### src/rtl/uart_tx_frame.sv
// rtl/uart_tx_frame.sv - UART transmit engine: shift register, baud divider and frame FSM (optional break via UART_TX_BREAK_EN)

module uart_tx_frame #(
    parameter int WORD_LENGTH = 8,
    parameter int BAUD_DIV    = 5208
) (
    input  logic                   clk,
    input  logic                   reset,
    input  logic [WORD_LENGTH-1:0] DataTX,
    input  logic                   tx_valid,
    output logic                   tx_ready,
    input  logic                   parity_en,
    input  logic                   parity_odd,
    input  logic                   two_stop,
`ifdef UART_TX_BREAK_EN
    input  logic                   tx_break,
`endif
    output logic                   SerialDataOut,
    output logic                   tx_busy,
    output logic                   tx_done
);

    localparam int BW = $clog2(BAUD_DIV);
    localparam int CW = $clog2(WORD_LENGTH + 1);
    localparam logic [BW-1:0] BAUD_LOAD = BW'(BAUD_DIV - 1);
    localparam logic [CW-1:0] LAST_BIT  = CW'(WORD_LENGTH - 1);

`ifdef UART_TX_BREAK_EN
    typedef enum logic [2:0] {IDLE, START, DATA, PARITY, STOP, BRK, RECOVER} state_t;
`else
    typedef enum logic [2:0] {IDLE, START, DATA, PARITY, STOP} state_t;
`endif

    state_t                 state;
    logic [WORD_LENGTH-1:0] shift_reg;
    logic [BW-1:0]          baud_cnt;
    logic [CW-1:0]          bit_cnt;
    logic                   par_en_q;
    logic                   par_bit_q;
    logic                   two_stop_q;

    // Idle is exactly "ready"; break recovery also holds ready low
    assign tx_busy = ~tx_ready;

    // Frame FSM with registered line, handshake and completion outputs
    always_ff @(posedge clk) begin
        if (reset) begin
            state         <= IDLE;
            SerialDataOut <= 1'b1;
            tx_ready      <= 1'b1;
            tx_done       <= 1'b0;
            baud_cnt      <= '0;
            bit_cnt       <= '0;
            shift_reg     <= '0;
            par_en_q      <= 1'b0;
            par_bit_q     <= 1'b0;
            two_stop_q    <= 1'b0;
        end else begin
            tx_done <= 1'b0;
            case (state)
                IDLE: begin
                    SerialDataOut <= 1'b1;
`ifdef UART_TX_BREAK_EN
                    if (tx_break) begin
                        state         <= BRK;
                        SerialDataOut <= 1'b0;
                        tx_ready      <= 1'b0;
                    end else
`endif
                    if (tx_valid && tx_ready) begin
                        // Latch the whole frame description; the parity bit is
                        // resolved now so later input changes cannot leak in
                        state         <= START;
                        SerialDataOut <= 1'b0;
                        tx_ready      <= 1'b0;
                        baud_cnt      <= BAUD_LOAD;
                        bit_cnt       <= '0;
                        shift_reg     <= DataTX;
                        par_en_q      <= parity_en;
                        par_bit_q     <= (^DataTX) ^ parity_odd;
                        two_stop_q    <= two_stop;
                    end
                end
                START: begin
                    if (baud_cnt == '0) begin
                        state         <= DATA;
                        SerialDataOut <= shift_reg[0];
                        baud_cnt      <= BAUD_LOAD;
                        bit_cnt       <= '0;
                    end else begin
                        baud_cnt <= baud_cnt - BW'(1);
                    end
                end
                DATA: begin
                    if (baud_cnt == '0) begin
                        shift_reg <= shift_reg >> 1;
                        baud_cnt  <= BAUD_LOAD;
                        if (bit_cnt == LAST_BIT) begin
                            bit_cnt <= '0;
                            if (par_en_q) begin
                                state         <= PARITY;
                                SerialDataOut <= par_bit_q;
                            end else begin
                                state         <= STOP;
                                SerialDataOut <= 1'b1;
                            end
                        end else begin
                            bit_cnt       <= bit_cnt + CW'(1);
                            SerialDataOut <= shift_reg[1];
                        end
                    end else begin
                        baud_cnt <= baud_cnt - BW'(1);
                    end
                end
                PARITY: begin
                    if (baud_cnt == '0) begin
                        state         <= STOP;
                        SerialDataOut <= 1'b1;
                        baud_cnt      <= BAUD_LOAD;
                        bit_cnt       <= '0;
                    end else begin
                        baud_cnt <= baud_cnt - BW'(1);
                    end
                end
                STOP: begin
                    SerialDataOut <= 1'b1;
                    if (baud_cnt == '0) begin
                        if (two_stop_q && bit_cnt == '0) begin
                            bit_cnt  <= CW'(1);
                            baud_cnt <= BAUD_LOAD;
                        end else begin
                            state    <= IDLE;
                            tx_ready <= 1'b1;
                            tx_done  <= 1'b1;
                            bit_cnt  <= '0;
                        end
                    end else begin
                        baud_cnt <= baud_cnt - BW'(1);
                    end
                end
`ifdef UART_TX_BREAK_EN
                BRK: begin
                    SerialDataOut <= 1'b0;
                    if (!tx_break) begin
                        state         <= RECOVER;
                        SerialDataOut <= 1'b1;
                        baud_cnt      <= BAUD_LOAD;
                        bit_cnt       <= '0;
                    end
                end
                RECOVER: begin
                    // Two bit-times of mark so the receiver resynchronises
                    SerialDataOut <= 1'b1;
                    if (baud_cnt == '0) begin
                        if (bit_cnt == '0) begin
                            bit_cnt  <= CW'(1);
                            baud_cnt <= BAUD_LOAD;
                        end else begin
                            state    <= IDLE;
                            tx_ready <= 1'b1;
                            bit_cnt  <= '0;
                        end
                    end else begin
                        baud_cnt <= baud_cnt - BW'(1);
                    end
                end
`endif
                default: begin
                    state         <= IDLE;
                    SerialDataOut <= 1'b1;
                    tx_ready      <= 1'b1;
                end
            endcase
        end
    end

endmodule

### config.mk
export PLATFORM = sky130hd
export DESIGN_NAME = uart_tx_frame
export DESIGN_NICKNAME = d
export VERILOG_FILES = /design/src/rtl/uart_tx_frame.sv
export SDC_FILE = /design/constraint.sdc
export NUM_CORES = 1
export LEC_CHECK = 0
export CAP_MARGIN = 20
export CORE_UTILIZATION = 30
export DETAILED_ROUTE_END_ITERATION = 10
export SYNTH_ARGS = -nofsm -noshare
export SYNTH_HDL_FRONTEND = slang
export SYNTH_SLANG_ARGS = --single-unit
### constraint.sdc
create_clock -name clk -period 2 [get_ports clk]
set_input_delay 0.4 -clock clk [delete_from_list [all_inputs] [get_ports clk]]
set_output_delay 0.4 -clock clk [all_outputs]
set_load 0.03 [all_outputs]
Word level (Yosys, flattened, before mapping)

Index checks and enable logic that the tools add are counted.

Equality and inequality tests: 14
Bitwise logic cells: 5
Muxes and demuxes: 36
Reduce and logical (&&, ||, !) cells: 19
Add/sub/neg operators: 2

Operator list:

| cell                    | number |
|---|---|
| $mux W13                | 4 |
| $pmux W13 S3            | 1 |
| $mux W3                 | 8 |
| $mux W4                 | 5 |
| $mux W8                 | 2 |
| $pmux W4 S4             | 1 |
| $pmux W8 S2             | 1 |
| $pmux W3 S5             | 1 |
| $ne A2 B2 Y1 const B    | 7 |
| $logic_not A13 Y1       | 1 |
| $sub A13 B1 Y13 const B | 1 |
| $mux W1                 | 11 |
| $reduce_and A3 Y1       | 3 |
| $reduce_xor A8 Y1       | 1 |
| $reduce_and A7 Y1       | 1 |
| $eq A3 B2 Y1 const B    | 2 |
| $reduce_or A3 Y1        | 2 |
| $reduce_and A5 Y1       | 1 |
| $add A4 B1 Y4 const B   | 1 |
| $eq A4 B3 Y1 const B    | 1 |
| $logic_not A4 Y1        | 1 |
| $not A1 Y1              | 4 |
| $pmux W1 S4             | 1 |
| $reduce_and A4 Y1       | 1 |
| 13 further kinds        | 14 |

Output and inout bits: 4
Logic and storage cells: 86
Bits in registers: 34

Logic depth before layout (Yosys ltp)

Gate-level depths: netlist (run 1).

Word-level depth: 5
Mapped depth: 8
Depth with buffers taken out: 7

Worst setup path before layout (run 1)

Ideal clock, no wire load.

Path type: register -> register
Start point: register baud_cnt[0]
End point: register bit_cnt[2]
Required time: 1929 ps
Setup time: 71 ps
Slack: 140 ps
Cell stages (with the launch flop): 8
Arrival: 1790 ps
Cells stage by stage: dfxtp_1 inv_1 ha_1 nor4b_4 and3_2 a21boi_2 or4b_1 a21oi_1

Cells in the longest elaborated chain, start to end: 3
Elaborated cells between the ends (all ways): 5
Those cells by class: 3 x eq/ne; 2 x reduce/logical

Ends and longest elaborated chain:

| what                                                   | RTL line | text |
|---|---|---|
| start: declaration                                     | 36       | `logic [BW-1:0] baud_cnt;` |
| start signal: assignment                               | 91       | `baud_cnt <= baud_cnt - BW'(1);` |
| start signal: assignment                               | 112      | `baud_cnt <= baud_cnt - BW'(1);` |
| start signal: assignment                               | 122      | `baud_cnt <= baud_cnt - BW'(1);` |
| $logic_not A13 Y1 (*)                                  | --       |  |
| $ne A2 B1 Y1 (no line) or $ne A2 B2 Y1 (tied branches) | --       |  |
| $reduce_and A5 Y1 (no line) (*)                        | --       |  |
| end signal: assignment                                 | 108      | `bit_cnt <= bit_cnt + CW'(1);` |
| end: declaration                                       | 37       | `logic [CW-1:0] bit_cnt;` |

Every way passes the cells marked *; elsewhere a longest branch is shown, timed or not.
A chain may end at the register's enable or synchronous reset.

Worst setup path after layout (run 1)

Ends and elaborated chain as after synthesis.

==> results of run 1 <==
## final timing paths
check | depth (start not counted) | to | startpoint
setup / recovery | 8 | bit_cnt[2] | baud_cnt[0]
hold / removal | 2 | shift_reg[1] | shift_reg[2]
setup reg to reg | 8 | bit_cnt[2] | baud_cnt[0]
hold reg to reg | 2 | shift_reg[1] | shift_reg[2]
## metrics by stage
stage | hold slack [ps] | setup WS, ps | std cells
floorplan | 454.8 | 139.6 | 230
global placement | 470.2 | 12.49 | 332
detailed placement | 474.7 | -13.13 | 332
CTS | 485.7 | 28.75 | 339
global route | 506.4 | 1.791 | 340
finish | 483.5 | 117.0 | 340
## worst reg2reg max path, stage by stage (launching register included)
cell                       delay, ps
sky130_fd_sc_hd__dfxtp_1         330
sky130_fd_sc_hd__inv_1            80
sky130_fd_sc_hd__ha_1            140
sky130_fd_sc_hd__nor4b_4         170
sky130_fd_sc_hd__buf_4           170
sky130_fd_sc_hd__and3_2          210
sky130_fd_sc_hd__a21boi_2         80
sky130_fd_sc_hd__or4b_1          510
sky130_fd_sc_hd__a21oi_1         130
## area by class of cell
cell class | instances | share of cell area, %
clock buffer | 7 | 3.224
inverter | 7 | 1.110
multi-input combinational | 175 | 47.83
sequential | 34 | 28.75
tap | 75 | 3.964
timing repair buffer | 42 | 15.12
## repair_timing
item	4_1_cts	5_1_grt
buffers inserted	0	1
resized for setup	0	2
endpoints found under the setup margin	0	15
## per-layer routing
layer	global-route usage (%)	vias up
met4	3.750	0
met2	24.67	36
met5	0	-
met3	3.146	5
met1	18.45	813
li1	-	912
## power by group
| part | total [mW] | internal [mW] | switching, mW |
|---|---|---|---|
| registers | 0.858 | 0.770 | 0.0879 |
| clock network | 0.471 | 0.240 | 0.232 |
| logic | 0.864 | 0.406 | 0.458 |
| total | 2.19 | 1.42 | 0.777 |
## cell families (layout without fill, tap and decap cells)
group                    count (synthesis)  after routing  share of synthesized area, %
AND/OR/NAND/NOR                         98             98                         28.00
adder cells (fa/ha/maj)                  4              4                         2.654
buffers and inverters                   21             56                         4.579
multiplexers                             3              3                         1.593
AO/OA/AOI/OAI                           63             63                         23.09
flip-flops                              34             34                         36.10
XOR/XNOR                                 7              7                         3.981
## layout by cell type (no fill, tap or decap), drive strengths merged, types with 2 or more instances in the layout
cell type      instances
nor3                   8
or4                    2
o21a                   2
nand3                  6
ha                     4
a311oi                12
xnor2                  5
o31ai                  3
nand2                 34
nor2                  19
or2                    2
clkbuf                 7
nor2b                  4
and2                   2
clkdlybuf4s50         17
a31o                   2
nand4                  3
a211oi                 6
or3                    2
dfxtp                 34
nand3b                 3
a21oi                 16
o21ai                  8
a31oi                  5
mux2i                  3
buf                   25
nor3b                  2
nand2b                 2
inv                    7
o41ai                  2
nor4                   4
o22ai                  2
==> run_summary.xml, run 1 <==
<?xml version="1.0" encoding="UTF-8"?>
<metrics>
  <group name="floorplan">
    <metric name="die_h" unit="um">81.28</metric>
    <metric name="die_area" unit="sq um">6606</metric>
    <metric name="die_width" unit="um">81.28</metric>
    <metric name="floorplan.initialDensity" unit="%">31.47</metric>
    <metric name="standard_cell_rows" unit="">28</metric>
    <metric name="placeableCoreArea" unit="sq um">5991</metric>
    <metric name="io-pin-count" unit="">18</metric>
  </group>
  <group name="logic_synthesis">
    <metric name="yosysWarningCount" unit="">0</metric>
    <metric name="largest_cells_by_area_after_synthesis" unit="">sky130_fd_sc_hd__dfxtp_1 (36%), sky130_fd_sc_hd__nand2_1 (6.8%), sky130_fd_sc_hd__a311oi_1 (5.6%)</metric>
    <metric name="synth.cell_area" unit="sq um">1886</metric>
    <metric name="synth-seq-area-share" unit="%">36.10</metric>
    <metric name="syn_nets" unit="">248</metric>
    <metric name="synth_seq_cells" unit="">34</metric>
    <metric name="synth-main-ff-cell" unit="">sky130_fd_sc_hd__dfxtp_1</metric>
    <metric name="post-synth-top-area-cell" unit="">sky130_fd_sc_hd__dfxtp_1</metric>
    <metric name="synth_enable_flop_cells" unit="">0</metric>
    <metric name="gate_count_of_the_mapped_netlist" unit="">230</metric>
    <metric name="post-synth-top-area-fraction" unit="%">36.10</metric>
    <metric name="mean_post_synth_cell_area" unit="sq um">8.198</metric>
    <metric name="synth_commonest_cells" unit="">sky130_fd_sc_hd__dfxtp_1 (34), sky130_fd_sc_hd__nand2_1 (34), sky130_fd_sc_hd__nor2_1 (19)</metric>
    <metric name="synth_cell_types" unit="">48</metric>
    <metric name="synth-async-reset-ratio" unit="%">0</metric>
  </group>
  <group name="sta">
    <metric name="layout_min_cycle_time" unit="ps">1883</metric>
    <metric name="grt_setup_unrepaired" unit="">false</metric>
    <metric name="fin_tns_setup" unit="ps">0</metric>
    <metric name="fmax" unit="MHz">531.1</metric>
    <metric name="slew_headroom" unit="%">67.41</metric>
    <metric name="setup_viol" unit="">0</metric>
    <metric name="hold_violations" unit="">0</metric>
    <metric name="worst_slew_pin_slew" unit="ps">488.2</metric>
    <metric name="final.period_utilization" unit="%">94.15</metric>
    <metric name="worst_clock_skew" unit="ps">6.677</metric>
    <metric name="slew_viol_final" unit="">0</metric>
  </group>
  <group name="final_layout">
    <metric name="syn2layout_area_growth" unit="%">25.55</metric>
    <metric name="num-nets-final" unit="">283</metric>
    <metric name="multiInputGateArea" unit="sq um">1132</metric>
    <metric name="filler_cell_count" unit="">621</metric>
    <metric name="total_area_of_sequential_cells" unit="sq um">680.7</metric>
    <metric name="largest_reg_flops" unit="">13</metric>
    <metric name="final_core_utilization" unit="%">39.52</metric>
    <metric name="post_route_cells_drive_above_1_share" unit="%">15.85</metric>
    <metric name="fin_area" unit="sq um">2367</metric>
    <metric name="antenna_cells_inserted" unit="">0</metric>
  </group>
  <group name="grt">
    <metric name="wire_length_of_the_first_global_routing_pass" unit="um">7472</metric>
    <metric name="gr-total-overflow" unit="">0</metric>
    <metric name="global_route.usage.total" unit="%">14.54</metric>
    <metric name="largest_net_degree_at_the_start_of_global_routing" unit="">16</metric>
    <metric name="grt_antenna_before_repair" unit="">0</metric>
    <metric name="first_global_vias" unit="">1646</metric>
  </group>
  <group name="drt">
    <metric name="num_vias" unit="">1766</metric>
    <metric name="detail_route.wirelength" unit="um">4450</metric>
    <metric name="highest_routed_metal_layer" unit="">met4</metric>
    <metric name="post_drt_wl_per_cell" unit="um">13.09</metric>
    <metric name="detail_route.drc_violations" unit="">0</metric>
    <metric name="drt_pre_antenna_iters" unit="">4</metric>
    <metric name="final_ant_viol_nets" unit="">0</metric>
    <metric name="routed-wl-met2" unit="um">2132</metric>
    <metric name="m1WireLength" unit="um">2126</metric>
    <metric name="number_of_vias_per_cell" unit="">5.194</metric>
    <metric name="met3_length" unit="um">155</metric>
    <metric name="detailedRoute.firstIterationViolations" unit="">75</metric>
  </group>
  <group name="worst_setup_path">
    <metric name="worst-endpoint-required" unit="ps">2210</metric>
    <metric name="worstSetupEndpointType" unit="">register</metric>
    <metric name="cp_num_buf_inv" unit="">2</metric>
    <metric name="critPathSlowestCell" unit="">sky130_fd_sc_hd__or4b_1</metric>
    <metric name="timing.critical_path.arrival" unit="ps">2090</metric>
    <metric name="crit_path_start_kind" unit="">register</metric>
    <metric name="criticalPathCategory" unit="">register to register</metric>
    <metric name="cp_cell_instances" unit="">inv_1, ha_1, nor4b_4, buf_4, and3_2, a21boi_2, or4b_1, a21oi_1</metric>
    <metric name="crit_family" unit="">simple AND/OR/NAND/NOR gates</metric>
    <metric name="rrSetupSlack" unit="ps">120</metric>
    <metric name="largest_fanout_on_the_critical_path" unit="">6</metric>
    <metric name="critical_path.max_stage_delay" unit="ps">510</metric>
  </group>
  <group name="cts">
    <metric name="clk_transition_reported_paths" unit="ps">70</metric>
    <metric name="clkSinkCount" unit="">34</metric>
    <metric name="ctsRootBufferMaster" unit="">sky130_fd_sc_hd__clkbuf_8</metric>
    <metric name="ctsLongestPathBuffers" unit="">2</metric>
    <metric name="cts-hold-fix-buffers" unit="">0</metric>
    <metric name="clk-insertion-delay-late" unit="ps">280</metric>
    <metric name="tritoncts" unit="">done</metric>
    <metric name="number_of_levels_the_h_tree_was_split_into" unit="">2</metric>
    <metric name="cts-buffers-inserted" unit="">5</metric>
  </group>
  <group name="job">
    <metric name="maxCapViolations" unit="">0</metric>
  </group>
  <group name="place">
    <metric name="place_area" unit="sq um">2270</metric>
    <metric name="finalWeightedCongestion" unit="">0.7835</metric>
    <metric name="portBuffers" unit="">17</metric>
    <metric name="detailed_place_hpwl" unit="um">3334</metric>
  </group>
  <group name="power">
    <metric name="total_power" unit="mW">2.193</metric>
    <metric name="cellPowerDensity" unit="nW/um^2">926.5</metric>
    <metric name="vdd.ir_drop.worst" unit="V">0.0003836</metric>
    <metric name="p_leak" unit="nW">0.8797</metric>
  </group>
  <group name="status">
    <metric name="run_status" unit="">finished, final reports clean</metric>
  </group>
  <group name="hold_path">
    <metric name="worstHoldPathType" unit="">register to register</metric>
  </group>
</metrics>
Note: power is estimated with default switching activity, not from simulation.
==> run 2: changes to the inputs <==
--- a/config.mk
+++ b/config.mk
@@ -6,7 +6,7 @@
 export NUM_CORES = 1
 export LEC_CHECK = 0
 export CAP_MARGIN = 20
-export CORE_UTILIZATION = 30
+export CORE_UTILIZATION = 29
 export DETAILED_ROUTE_END_ITERATION = 10
 export SYNTH_ARGS = -nofsm -noshare
 export SYNTH_HDL_FRONTEND = slang
==> constraint.sdc (replaced) <==
create_clock -name clk -period 2 [get_ports clk]
set_input_delay 0.6 -clock clk [delete_from_list [all_inputs] [get_ports clk]]
set_output_delay 0.6 -clock clk [all_outputs]
set_load 0.03 [all_outputs]
==> run 2 against run 1 <==
The run now ends with negative setup slack left. Largest cell class unchanged. Largest power group unchanged. Highest routed layer unchanged. Register-to-register slack worse by 60 ps. Critical path depth decreased by 2. Critical endpoint is now baud_cnt[9]. Routed wire length increased by 8.7%. Clock power rose by 27%. Via count up 5.6%.
==> run_summary.xml, run 2 (synthesis gave the netlist of run 1 again) <==
<?xml version="1.0" encoding="UTF-8"?>
<metrics>
  <group name="status">
    <metric name="run_status" unit="">complete, but fails checks</metric>
    <metric name="failing_checks" unit="">negative setup slack</metric>
  </group>
  <group name="grt">
    <metric name="largest_net_degree_at_the_start_of_global_routing" unit="">16</metric>
    <metric name="gr-total-overflow" unit="">0</metric>
    <metric name="first_global_vias" unit="">1702</metric>
    <metric name="wire_length_of_the_first_global_routing_pass" unit="um">7838</metric>
    <metric name="grt_antenna_before_repair" unit="">0</metric>
    <metric name="global_route.usage.total" unit="%">14.93</metric>
  </group>
  <group name="power">
    <metric name="cellPowerDensity" unit="nW/um^2">958.8</metric>
    <metric name="p_leak" unit="nW">0.9834</metric>
    <metric name="vdd.ir_drop.worst" unit="V">0.0004801</metric>
  </group>
  <group name="place">
    <metric name="place_ws" unit="ps">-329.4</metric>
    <metric name="portBuffers" unit="">17</metric>
    <metric name="finalWeightedCongestion" unit="">0.7916</metric>
    <metric name="detailed_place_hpwl" unit="um">3429</metric>
  </group>
  <group name="worst_setup_path">
    <metric name="rrSetupSlack" unit="ps">60</metric>
    <metric name="timing.critical_path.arrival" unit="ps">2220</metric>
    <metric name="worst_r2r_path_depth" unit="">4</metric>
    <metric name="setup.worst_path.start" unit="">tx_valid</metric>
    <metric name="worst-endpoint-required" unit="ps">2220</metric>
    <metric name="crit_path_start_kind" unit="">input port</metric>
    <metric name="critical_path.reg2reg.endpoint" unit="">baud_cnt[8]</metric>
    <metric name="worstSetupEndpointType" unit="">register</metric>
    <metric name="reg2reg_from" unit="">baud_cnt[8]</metric>
    <metric name="largest_fanout_on_the_critical_path" unit="">6</metric>
    <metric name="criticalPathCategory" unit="">input port to register</metric>
  </group>
  <group name="final_layout">
    <metric name="num-nets-final" unit="">296</metric>
    <metric name="filler_cell_count" unit="">669</metric>
    <metric name="antenna_cells_inserted" unit="">0</metric>
    <metric name="syn2layout_area_growth" unit="%">35.37</metric>
    <metric name="largest_reg_flops" unit="">13</metric>
    <metric name="post_route_cells_drive_above_1_share" unit="%">22.22</metric>
    <metric name="most-common-layout-cells" unit="">sky130_fd_sc_hd__buf_4 (35), sky130_fd_sc_hd__nand2_1 (34), sky130_fd_sc_hd__dfxtp_1 (32), sky130_fd_sc_hd__nor2_1 (19), sky130_fd_sc_hd__a21oi_1 (16)</metric>
    <metric name="most_common_cell_after_layout_fill_and_taps_aside" unit="">sky130_fd_sc_hd__buf_4</metric>
  </group>
  <group name="cts">
    <metric name="clk-insertion-delay-late" unit="ps">280</metric>
    <metric name="tritoncts" unit="">done</metric>
    <metric name="ctsLongestPathBuffers" unit="">2</metric>
    <metric name="number_of_levels_the_h_tree_was_split_into" unit="">2</metric>
    <metric name="cts-buffers-inserted" unit="">5</metric>
    <metric name="clk_transition_reported_paths" unit="ps">70</metric>
    <metric name="cts-hold-fix-buffers" unit="">0</metric>
    <metric name="clkSinkCount" unit="">34</metric>
    <metric name="ctsRootBufferMaster" unit="">sky130_fd_sc_hd__clkbuf_8</metric>
  </group>
  <group name="floorplan">
    <metric name="floorplan.initialDensity" unit="%">29.87</metric>
    <metric name="standard_cell_rows" unit="">29</metric>
    <metric name="placeableCoreArea" unit="sq um">6314</metric>
    <metric name="die_h" unit="um">82.64</metric>
    <metric name="io-pin-count" unit="">18</metric>
    <metric name="die_area" unit="sq um">6829</metric>
    <metric name="die_width" unit="um">82.64</metric>
  </group>
  <group name="sta">
    <metric name="final.period_utilization" unit="%">100.0</metric>
    <metric name="slew_headroom" unit="%">63.94</metric>
    <metric name="slew_viol_final" unit="">0</metric>
    <metric name="setup_viol" unit="">1</metric>
    <metric name="grt_setup_unrepaired" unit="">true</metric>
    <metric name="fmax" unit="MHz">500.0</metric>
    <metric name="layout_min_cycle_time" unit="ps">2000</metric>
    <metric name="layout_setup_ws" unit="ps">-0.1046</metric>
    <metric name="worst_clock_skew" unit="ps">3.068</metric>
    <metric name="worst_slew_pin_slew" unit="ps">536.8</metric>
    <metric name="hold_violations" unit="">0</metric>
    <metric name="fin_tns_setup" unit="ps">-0.1046</metric>
  </group>
  <group name="drt">
    <metric name="number_of_vias_per_cell" unit="">5.239</metric>
    <metric name="num_vias" unit="">1865</metric>
    <metric name="detail_route.wirelength" unit="um">4836</metric>
    <metric name="detail_route.drc_violations" unit="">0</metric>
    <metric name="drt_pre_antenna_iters" unit="">4</metric>
    <metric name="post_drt_wl_per_cell" unit="um">13.58</metric>
    <metric name="detailedRoute.firstIterationViolations" unit="">105</metric>
    <metric name="final_ant_viol_nets" unit="">0</metric>
  </group>
  <group name="job">
    <metric name="maxCapViolations" unit="">0</metric>
  </group>
  <group name="hold_path">
    <metric name="holdCritStartpoint" unit="">shift_reg[2]</metric>
    <metric name="cell_depth_of_the_worst_min_delay_path" unit="">2</metric>
    <metric name="worstHoldPathType" unit="">register to register</metric>
    <metric name="worst_hold_path.endpoint" unit="">shift_reg[1]</metric>
  </group>
</metrics>
run 2: worst max-delay path by stage:
stage                     depth (start not counted)  slack [ps]           to
after floorplan                                   7         140   bit_cnt[2]
after global placement                            6        -250  baud_cnt[9]
after detailed placement                          6        -330  baud_cnt[5]
after CTS                                         2           3      tx_busy
after global routing                              6         -80  baud_cnt[9]
final                                             6        -0.1  baud_cnt[9]
run 2: final cells by class:
class	count	area [sq um]	area share, %
tap	77	96.34	3.775
sequential	34	683.2	26.76
inverter	7	26.28	1.029
multi-input combinational	175	1160	45.44
clock buffer	8	110.1	4.314
timing repair buffer	55	476.7	18.68
run 2: critical path: stages:
cell	delay, ps
sky130_fd_sc_hd__clkdlybuf4s50_1	520
sky130_fd_sc_hd__a211oi_1	110
sky130_fd_sc_hd__nor2_1	230
sky130_fd_sc_hd__a31oi_2	120
sky130_fd_sc_hd__or4_1	490
sky130_fd_sc_hd__a21oi_1	150
run 2: metrics by stage:
stage,instance area (sq um),util [%],instances,hold WS (ps),total power [mW]
5_1_grt,2552,40.43,356,495.7,2.613
4_1_cts,2462,39.00,351,478.8,2.386
6_report,2552,40.43,356,476.5,2.447
2_1_floorplan,1886,-,230,454.8,1.419
3_5_place_dp,2340,37.06,343,467.5,1.764
3_3_place_gp,2340,37.06,343,465.2,1.754
run 2: timing repair:
item                       in CTS  in global routing
setup endpoints to repair      11                 21
pin swaps                       0                  5
buffers inserted                0                  4
gates resized for setup         3                 11
cloned                          0                  1
run 2: routing by layer:
| layer | vias up | GRT usage, % | wire length (um) |
|---|---|---|---|
| met5 | - | 0 | 0 |
| met3 | 3 | 3.407 | 174 |
| met2 | 32 | 25.54 | 2379 |
| met4 | 0 | 3.793 | 17 |
| li1 | 940 | - | - |
| met1 | 890 | 18.82 | 2265 |
run 2: power by group:
| part | internal [mW] | switching [mW] |
|---|---|---|
| clock | 0.348 | 0.252 |
| combinational | 0.481 | 0.508 |
| sequential | 0.771 | 0.0878 |
| total | 1.60 | 0.847 |
==> run 3: changes to the inputs <==
--- a/config.mk
+++ b/config.mk
@@ -8,6 +8,7 @@
 export CAP_MARGIN = 20
 export CORE_UTILIZATION = 29
 export DETAILED_ROUTE_END_ITERATION = 10
+export PLACE_DENSITY = 0.48
 export SYNTH_ARGS = -nofsm -noshare
 export SYNTH_HDL_FRONTEND = slang
 export SYNTH_SLANG_ARGS = --single-unit
==> run 3 against run 2 <==
The flow now finishes without violations. Core utilization shrank 0.28 points. Critical path depth grew 4. Setup slack gained 100 ps. Final cell count is the same. First-iteration DRC count shrank 27%. Clock skew grew 9.6 ps. Fmax grew 5.4%. Sequential power is essentially flat. Hold slack lost 4.0 ps. Power shrank 1.9%. Largest power group unchanged.
==> run_summary.xml, run 3 (synthesis gave the netlist of run 1 again) <==
<?xml version="1.0" encoding="UTF-8"?>
<metrics>
  <group name="cts">
    <metric name="ctsLongestPathBuffers" unit="">2</metric>
    <metric name="clk_transition_reported_paths" unit="ps">80</metric>
    <metric name="clk-insertion-delay-late" unit="ps">290</metric>
    <metric name="ctsRootBufferMaster" unit="">sky130_fd_sc_hd__clkbuf_8</metric>
    <metric name="cts-buffers-inserted" unit="">5</metric>
    <metric name="number_of_levels_the_h_tree_was_split_into" unit="">2</metric>
    <metric name="cts-hold-fix-buffers" unit="">0</metric>
    <metric name="tritoncts" unit="">done</metric>
    <metric name="clkSinkCount" unit="">34</metric>
  </group>
  <group name="worst_setup_path">
    <metric name="criticalPathCategory" unit="">register to register</metric>
    <metric name="worst-endpoint-required" unit="ps">2180</metric>
    <metric name="largest_fanout_on_the_critical_path" unit="">6</metric>
    <metric name="worstSetupEndpointType" unit="">register</metric>
    <metric name="worst_r2r_path_depth" unit="">10</metric>
    <metric name="crit_path_start_kind" unit="">register</metric>
    <metric name="timing.critical_path.arrival" unit="ps">2070</metric>
  </group>
  <group name="sta">
    <metric name="slew_headroom" unit="%">70.44</metric>
    <metric name="hold_violations" unit="">0</metric>
    <metric name="final.period_utilization" unit="%">94.86</metric>
    <metric name="worst_slew_pin_slew" unit="ps">440.1</metric>
    <metric name="worst_clock_skew" unit="ps">12.68</metric>
    <metric name="hold_slack" unit="ps">472.4</metric>
    <metric name="setup_viol" unit="">0</metric>
    <metric name="layout_min_cycle_time" unit="ps">1897</metric>
    <metric name="slew_viol_final" unit="">0</metric>
    <metric name="fmax" unit="MHz">527.1</metric>
  </group>
  <group name="final_layout">
    <metric name="num-nets-final" unit="">296</metric>
    <metric name="most-common-layout-cells" unit="">sky130_fd_sc_hd__buf_4 (36), sky130_fd_sc_hd__nand2_1 (34), sky130_fd_sc_hd__dfxtp_1 (32), sky130_fd_sc_hd__nor2_1 (19), sky130_fd_sc_hd__a21oi_1 (16)</metric>
    <metric name="largest_reg_flops" unit="">13</metric>
    <metric name="syn2layout_area_growth" unit="%">34.44</metric>
    <metric name="most_common_cell_after_layout_fill_and_taps_aside" unit="">sky130_fd_sc_hd__buf_4</metric>
    <metric name="filler_cell_count" unit="">654</metric>
    <metric name="post_route_cells_drive_above_1_share" unit="%">22.58</metric>
    <metric name="final_core_utilization" unit="%">40.15</metric>
    <metric name="antenna_cells_inserted" unit="">0</metric>
  </group>
  <group name="floorplan">
    <metric name="io-pin-count" unit="">18</metric>
    <metric name="placeableCoreArea" unit="sq um">6314</metric>
    <metric name="die_area" unit="sq um">6829</metric>
    <metric name="standard_cell_rows" unit="">29</metric>
    <metric name="die_h" unit="um">82.64</metric>
    <metric name="die_width" unit="um">82.64</metric>
    <metric name="floorplan.initialDensity" unit="%">29.87</metric>
  </group>
  <group name="power">
    <metric name="pwr-share-comb" unit="%">41.6</metric>
    <metric name="p_leak" unit="nW">0.9712</metric>
    <metric name="cellPowerDensity" unit="nW/um^2">946.7</metric>
    <metric name="swShare" unit="%">36.28</metric>
    <metric name="vdd.ir_drop.worst" unit="V">0.0004820</metric>
    <metric name="power_report.internal_total" unit="mW">1.529</metric>
    <metric name="total_power" unit="mW">2.400</metric>
    <metric name="netSwitchingPower" unit="mW">0.8707</metric>
    <metric name="power_frac_clock" unit="%">22.6</metric>
    <metric name="pwr-share-seq" unit="%">35.8</metric>
  </group>
  <group name="drt">
    <metric name="num_vias" unit="">1837</metric>
    <metric name="detail_route.wirelength" unit="um">4922</metric>
    <metric name="detail_route.drc_violations" unit="">0</metric>
    <metric name="detailedRoute.firstIterationViolations" unit="">77</metric>
    <metric name="number_of_vias_per_cell" unit="">5.160</metric>
    <metric name="post_drt_wl_per_cell" unit="um">13.83</metric>
    <metric name="final_ant_viol_nets" unit="">0</metric>
    <metric name="drt_pre_antenna_iters" unit="">4</metric>
  </group>
  <group name="grt">
    <metric name="first_global_vias" unit="">1634</metric>
    <metric name="largest_net_degree_at_the_start_of_global_routing" unit="">16</metric>
    <metric name="gr-total-overflow" unit="">0</metric>
    <metric name="grt_antenna_before_repair" unit="">0</metric>
    <metric name="global_route.usage.total" unit="%">15.15</metric>
    <metric name="wire_length_of_the_first_global_routing_pass" unit="um">7693</metric>
  </group>
  <group name="place">
    <metric name="detailed_place_hpwl" unit="um">3513</metric>
    <metric name="portBuffers" unit="">17</metric>
    <metric name="finalWeightedCongestion" unit="">0.7659</metric>
  </group>
  <group name="hold_path">
    <metric name="worstHoldPathType" unit="">register to register</metric>
    <metric name="cell_depth_of_the_worst_min_delay_path" unit="">2</metric>
  </group>
  <group name="status">
    <metric name="run_status" unit="">finished, final reports clean</metric>
  </group>
  <group name="job">
    <metric name="maxCapViolations" unit="">0</metric>
  </group>
</metrics>
-- run 3: worst max-delay path, cell delays in order (launching register included) --
cell and delay (ps):
sky130_fd_sc_hd__dfxtp_2 320, sky130_fd_sc_hd__inv_1 50, sky130_fd_sc_hd__ha_2 170, sky130_fd_sc_hd__nor4b_4 120
sky130_fd_sc_hd__buf_4 160, sky130_fd_sc_hd__buf_4 140, sky130_fd_sc_hd__a311oi_4 350, sky130_fd_sc_hd__buf_6 170
sky130_fd_sc_hd__nand2_1 90, sky130_fd_sc_hd__nor3_2 120, sky130_fd_sc_hd__a211oi_1 90
-- run 3: path summary, 6_finish.rpt --
check	from	to	slack [ps]
max	baud_cnt[0]	baud_cnt[6]	100
max reg2reg	baud_cnt[0]	baud_cnt[6]	100
min	shift_reg[6]	shift_reg[5]	470
min reg2reg	shift_reg[6]	shift_reg[5]	470
-- run 3: power groups by stage --
stage / clock network (mW) / logic (mW) / registers (mW)
CTS: 0.562 / 0.887 / 0.860
detailed placement: 0 / 0.882 / 0.876
global placement: 0 / 0.879 / 0.875
global route: 0.587 / 1.11 / 0.872
floorplan: 0 / 0.556 / 0.863
finish: 0.542 / 0.998 / 0.860
-- run 3: cell type report --
| class | instances | area, sq um | area share (%) |
|---|---|---|---|
| Clock inverter | 2 | 12.51 | 0.4936 |
| Inverter | 7 | 26.28 | 1.037 |
| Timing Repair Buffer | 55 | 462.9 | 18.26 |
| Tap cell | 77 | 96.34 | 3.801 |
| Multi-Input combinational cell | 175 | 1171 | 46.20 |
| Sequential cell | 34 | 683.2 | 26.95 |
| Clock buffer | 6 | 82.58 | 3.258 |
-- run 3: per-layer routing --
layer	part of all wire (%)	track usage, %
met1	48	19.19
met2	48	25.04
met3	2.6	2.967
met4	1.2	6.207
met5	0	0
-- run 3: through the flow --
step / setup slack [ps] / instance area [sq um] / instances / setup TNS (ps)
after floorplan: 139.6 / 1886 / 230 / 0
after global placement: -242.5 / 2325 / 341 / -3803
after detailed placement: -304.7 / 2325 / 341 / -4294
after CTS: 6.151 / 2425 / 349 / 0
after global routing: -30.51 / 2535 / 356 / -48.93
final: 102.7 / 2535 / 356 / 0
-- run 3: repair_timing --
item,CTS,global route
buffers inserted,0,6
cloned,0,1
gates resized for setup,3,15
endpoints found under the setup margin,10,21
pin swaps,0,4
==> RTL change 1: new RTL, settings of run 1 <==
Build with the macro `UART_TX_BREAK_EN` defined.
--- a/src/rtl/uart_tx_frame.sv
+++ b/src/rtl/uart_tx_frame.sv
@@ -1,4 +1,6 @@
 // rtl/uart_tx_frame.sv - UART transmit engine: shift register, baud divider and frame FSM (optional break via UART_TX_BREAK_EN)
+
+`define UART_TX_BREAK_EN
 
 module uart_tx_frame #(
     parameter int WORD_LENGTH = 8,
Ports: changed (added tx_break); port bits go from 18 to 19. No check against the original RTL was run, so the function may have changed too.
==> RTL change 1 against run 1 <==
The run now ends with setup timing left. Sequential cell count is the same. Worst setup slack worse by 0.38 ns. Count of clock-buffer cells in the layout down 1. Design area up 28%. Die area rose by 9.0%. Synthesized cell count is 10% higher. Routed wire length up 38%. Synthesized area grew 9.2%. Largest cell class unchanged.
Power is not compared: it rests on default switching activity, and its combinational part moved more than twofold at a synthesized area within 25%.
==> RTL change 1: results <==
[run_status]
status = finished with violations
violations = setup timing

[setup_path]
cp_max_fo = 7
arrival_ns = 2.51
slowest_delay_ns = 0.47

[place]
dp_slack_ns = -0.3582
dp_hpwl_microns = 3842
portBuffers = 18
postPlaceCellArea_sq_um = 2597
dp_cells = 381

[sta]
tightest_slew_ns = 0.4439
setup_ws_ns = -0.2668
finalSetupViolCount = 29
clock_skew_ns = 0.006843

[synth]
synth_fp_nets = 276
muxShareOfSynthArea_pct = 1.033
synth_fa_ha_area_share_pct = 4.253
synth_xor_xnor_area_share_pct = 3.645
yosysSeqAreaShare_pct = 33.05
yosysUniqueCellTypes = 54

[finish]
layout-drive-gt1-share_pct = 32.52
multiInputGateArea_sq_um = 1468
final-clk-cell-share_pct = 3.129
final_cells = 406
bufAreaShareNonClock_pct = 21.94
num-nonclk-inverters = 8
buffers = 79
multi_input_cells = 200
finalInstanceArea_sq_um = 3039

[floorplan]
die-area_sq_um = 7200

[cts]
clock_latency_ns = 0.31
cts_setup_buffers = 6

[grt]
grt_max_degree = 33
grt_first_pass_wirelength_microns = 10210
first_global_vias = 2162

[routing]
met1Wirelength_microns = 2869
drtIter0Drc = 186
dr.pass1.iters = 6
routed-wl-met3_microns = 269
dr_wl_met2_microns = 2867
drt_wl_total_microns = 6119
[RTL change 1: cell types whose count changed after synthesis, sizes merged, moves of 3 or more]
cell and change:
a21oi +9, o21ai +7, or4 +6, nor2 +5
clkbuf -4, nand3 -4, a31oi -3, ha +3
nand2b +3, nand4 -3, nor2b -3, nor3 -3
or3 +3
[RTL change 1: layer usage]
metal,vias up,track usage [%]
met4,0,6.780
met5,-,0
li1,1097,-
met1,1059,24.00
met3,10,2.626
met2,59,28.16
[RTL change 1: path summary, 6_finish.rpt]
path                            cells past startpoint  slack (ns)                      end                startpoint
worst max-delay path                                7       -0.27  bit_cnt[3]$_SDFFE_PP0P_  baud_cnt[1]$_SDFFE_PP0P_
worst min-delay path                                2        0.47   par_bit_q$_SDFFE_PP0P_    par_bit_q$_SDFFE_PP0P_
worst max register to register                      7       -0.27  bit_cnt[3]$_SDFFE_PP0P_  baud_cnt[1]$_SDFFE_PP0P_
worst min register to register                      2        0.47   par_bit_q$_SDFFE_PP0P_    par_bit_q$_SDFFE_PP0P_
==> RTL change 2: new RTL, settings of run 1 <==
Without the edit above. Encoding of `state_t`: now one-hot (5 bits for 5 states).
--- a/src/rtl/uart_tx_frame.sv
+++ b/src/rtl/uart_tx_frame.sv
@@ -28,7 +28,7 @@
 `ifdef UART_TX_BREAK_EN
     typedef enum logic [2:0] {IDLE, START, DATA, PARITY, STOP, BRK, RECOVER} state_t;
 `else
-    typedef enum logic [2:0] {IDLE, START, DATA, PARITY, STOP} state_t;
+    typedef enum logic [4:0] {IDLE = 5'b00001, START = 5'b00010, DATA = 5'b00100, PARITY = 5'b01000, STOP = 5'b10000} state_t;
 `endif
 
     state_t                 state;
Formal check against the unedited RTL: no difference found for any inputs over 10 cycles, from zero or initial values and one cycle with reset high; not proved beyond that.
==> RTL change 2 against run 1 <==
Sequential cell count up 2. Clock power is 17% higher. Sequential power shrank 2.6%. Clock skew up 0.0045 ns. Synthesized area up 17%. Worst setup slack got worse by 0.089 ns. Power down 2.2%. Routed wire length is 37% higher. Die area up 16%. Design area increased by 26%. Combinational power fell by 12%.
==> RTL change 2: results <==
[cts]
ctsHtreeMaxLevel = 2
clk_pin_slew_ns = 0.08
cts_tree = yes
clk_path_buf_depth = 2
cts_made_buffers = 5
clock_latency_ns = 0.29
clock-root-buffer = clkbuf_8

[place]
dp_hpwl_microns = 4468
dp_cells = 423
portBuffers = 17
place_congestion = 0.8543

[setup_path]
regToRegStartpoint = baud_cnt[0]$_SDFFE_PP0P_
slowest_stage = or4_4
arrival_ns = 2.20
slowest_delay_ns = 0.56
critical_path.top_delay_family = simple AND/OR/NAND/NOR gates
start_kind = flip-flop
cp_max_fo = 4

[finish]
nets = 353
n_antenna_cell = 0
largest_reg_flops = 13
layout-drive-gt1-share_pct = 27.08

[routing]
drtIter0Drc = 139
dr.pass1.iters = 4
drt_wl_total_microns = 6079
num_vias = 2271
via_per_inst = 5.257

[sta]
clock_skew_ns = 0.01121
tightest_slew_ns = 0.4617

[synth]
synth_commonest_cells = dfxtp_1, nand2_1, a21oi_1
synth_fp_nets = 292
synthTopCellsByArea = dfxtp_1, a21oi_1, nand2_1, o21ai_0, a211o_1
yosysWarnings = 0
yosysSeqAreaShare_pct = 32.76
synthArstFlopShare_pct = 0
syn_inst = 274
ys.flop_type = dfxtp_1
yosysUniqueCellTypes = 57

[min_path]
holdCritStartpoint = par_bit_q$_SDFFE_PP0P_
min_path_type = reg2reg

[grt]
antenna_found_initial = 0
first_global_vias = 2063
grt_max_degree = 18
grtUsageTotal_pct = 16.81
grt_first_pass_wirelength_microns = 10050

[power]
p_leak_nw = 1.203
vdd_ir_drop_max_uv = 323.7
netSwitchingFraction_pct = 32.99

[run_status]
status = finished, final reports clean
RTL change 2: logic make-up (layout without fill, tap and decap cells):
kind of cell / count (synthesis) / count (layout) / share of synthesized area, %
mux: 1 / 1 / 0.4551
compound gates: 91 / 91 / 27.31
simple gates: 106 / 106 / 27.53
xor+xnor: 9 / 9 / 4.209
flops: 36 / 36 / 32.76
buf+inv: 27 / 89 / 5.461
fa+ha+maj: 4 / 4 / 2.275
RTL change 2: worst reg2reg max path: stages (launching register included):
cell,delay (ns)
dfxtp_2,0.33
buf_4,0.13
or4_4,0.56
or3_1,0.33
a2111oi_1,0.39
a31oi_1,0.08
nor2_1,0.09
RTL change 2: worst paths after layout:
| path | end | cells past startpoint | slack [ns] |
|---|---|---|---|
| worst max-delay path | baud_cnt[5]$_SDFFE_PP0P_ | 6 | 0.03 |
| worst min-delay path | par_bit_q$_SDFFE_PP0P_ | 2 | 0.45 |
| worst max register to register | baud_cnt[5]$_SDFFE_PP0P_ | 6 | 0.03 |
| worst min register to register | par_bit_q$_SDFFE_PP0P_ | 2 | 0.45 |
RTL change 2: cell type report:
cell class,instances,area (sq um)
Inverter,9,33.78
Sequential cell,36,726.9
Fill cell,695,3965
Tap cell,96,120.1
Multi-Input combinational cell,211,1419
Timing Repair Buffer,72,586.8
Clock inverter,2,10.01
Clock buffer,6,82.58
RTL change 2: power by group through the flow:
stage               Clock [mW]  Combinational [mW]  Sequential, mW
floorplan                    0               0.406           0.850
global placement             0               0.703           0.846
detailed placement           0               0.711           0.848
CTS                      0.566               0.727           0.833
global route             0.602               0.826           0.847
finish                   0.552               0.757           0.836
RTL change 2: stage by stage:
step	setup slack, ns	setup TNS, ns	cell area [sq um]	total power [mW]
2_1_floorplan	0.006893	0	2200	1.255
3_3_place_gp	-0.06397	-0.1554	2809	1.549
3_5_place_dp	-0.1576	-0.9207	2809	1.559
4_1_cts	0.01311	0	2924	2.126
5_1_grt	-0.04329	-0.07927	2979	2.275
6_report	0.02769	0	2979	2.145
RTL change 2: routing by layer:
metal / track usage [%] / vias up / part of all wire, %
li1: - / 1144 / -
met4: 4.769 / 0 / 1.2
met5: 0 / - / 0
met2: 26.56 / 42 / 46
met1: 23.20 / 1077 / 49
met3: 3.393 / 8 / 3.6
RTL change 2: what timing repair did:
item / in CTS / in global routing
gates resized for setup: 6 / 18
buffers inserted: 0 / 1
pin swaps: 1 / 6
endpoints found under the setup margin: 24 / 28
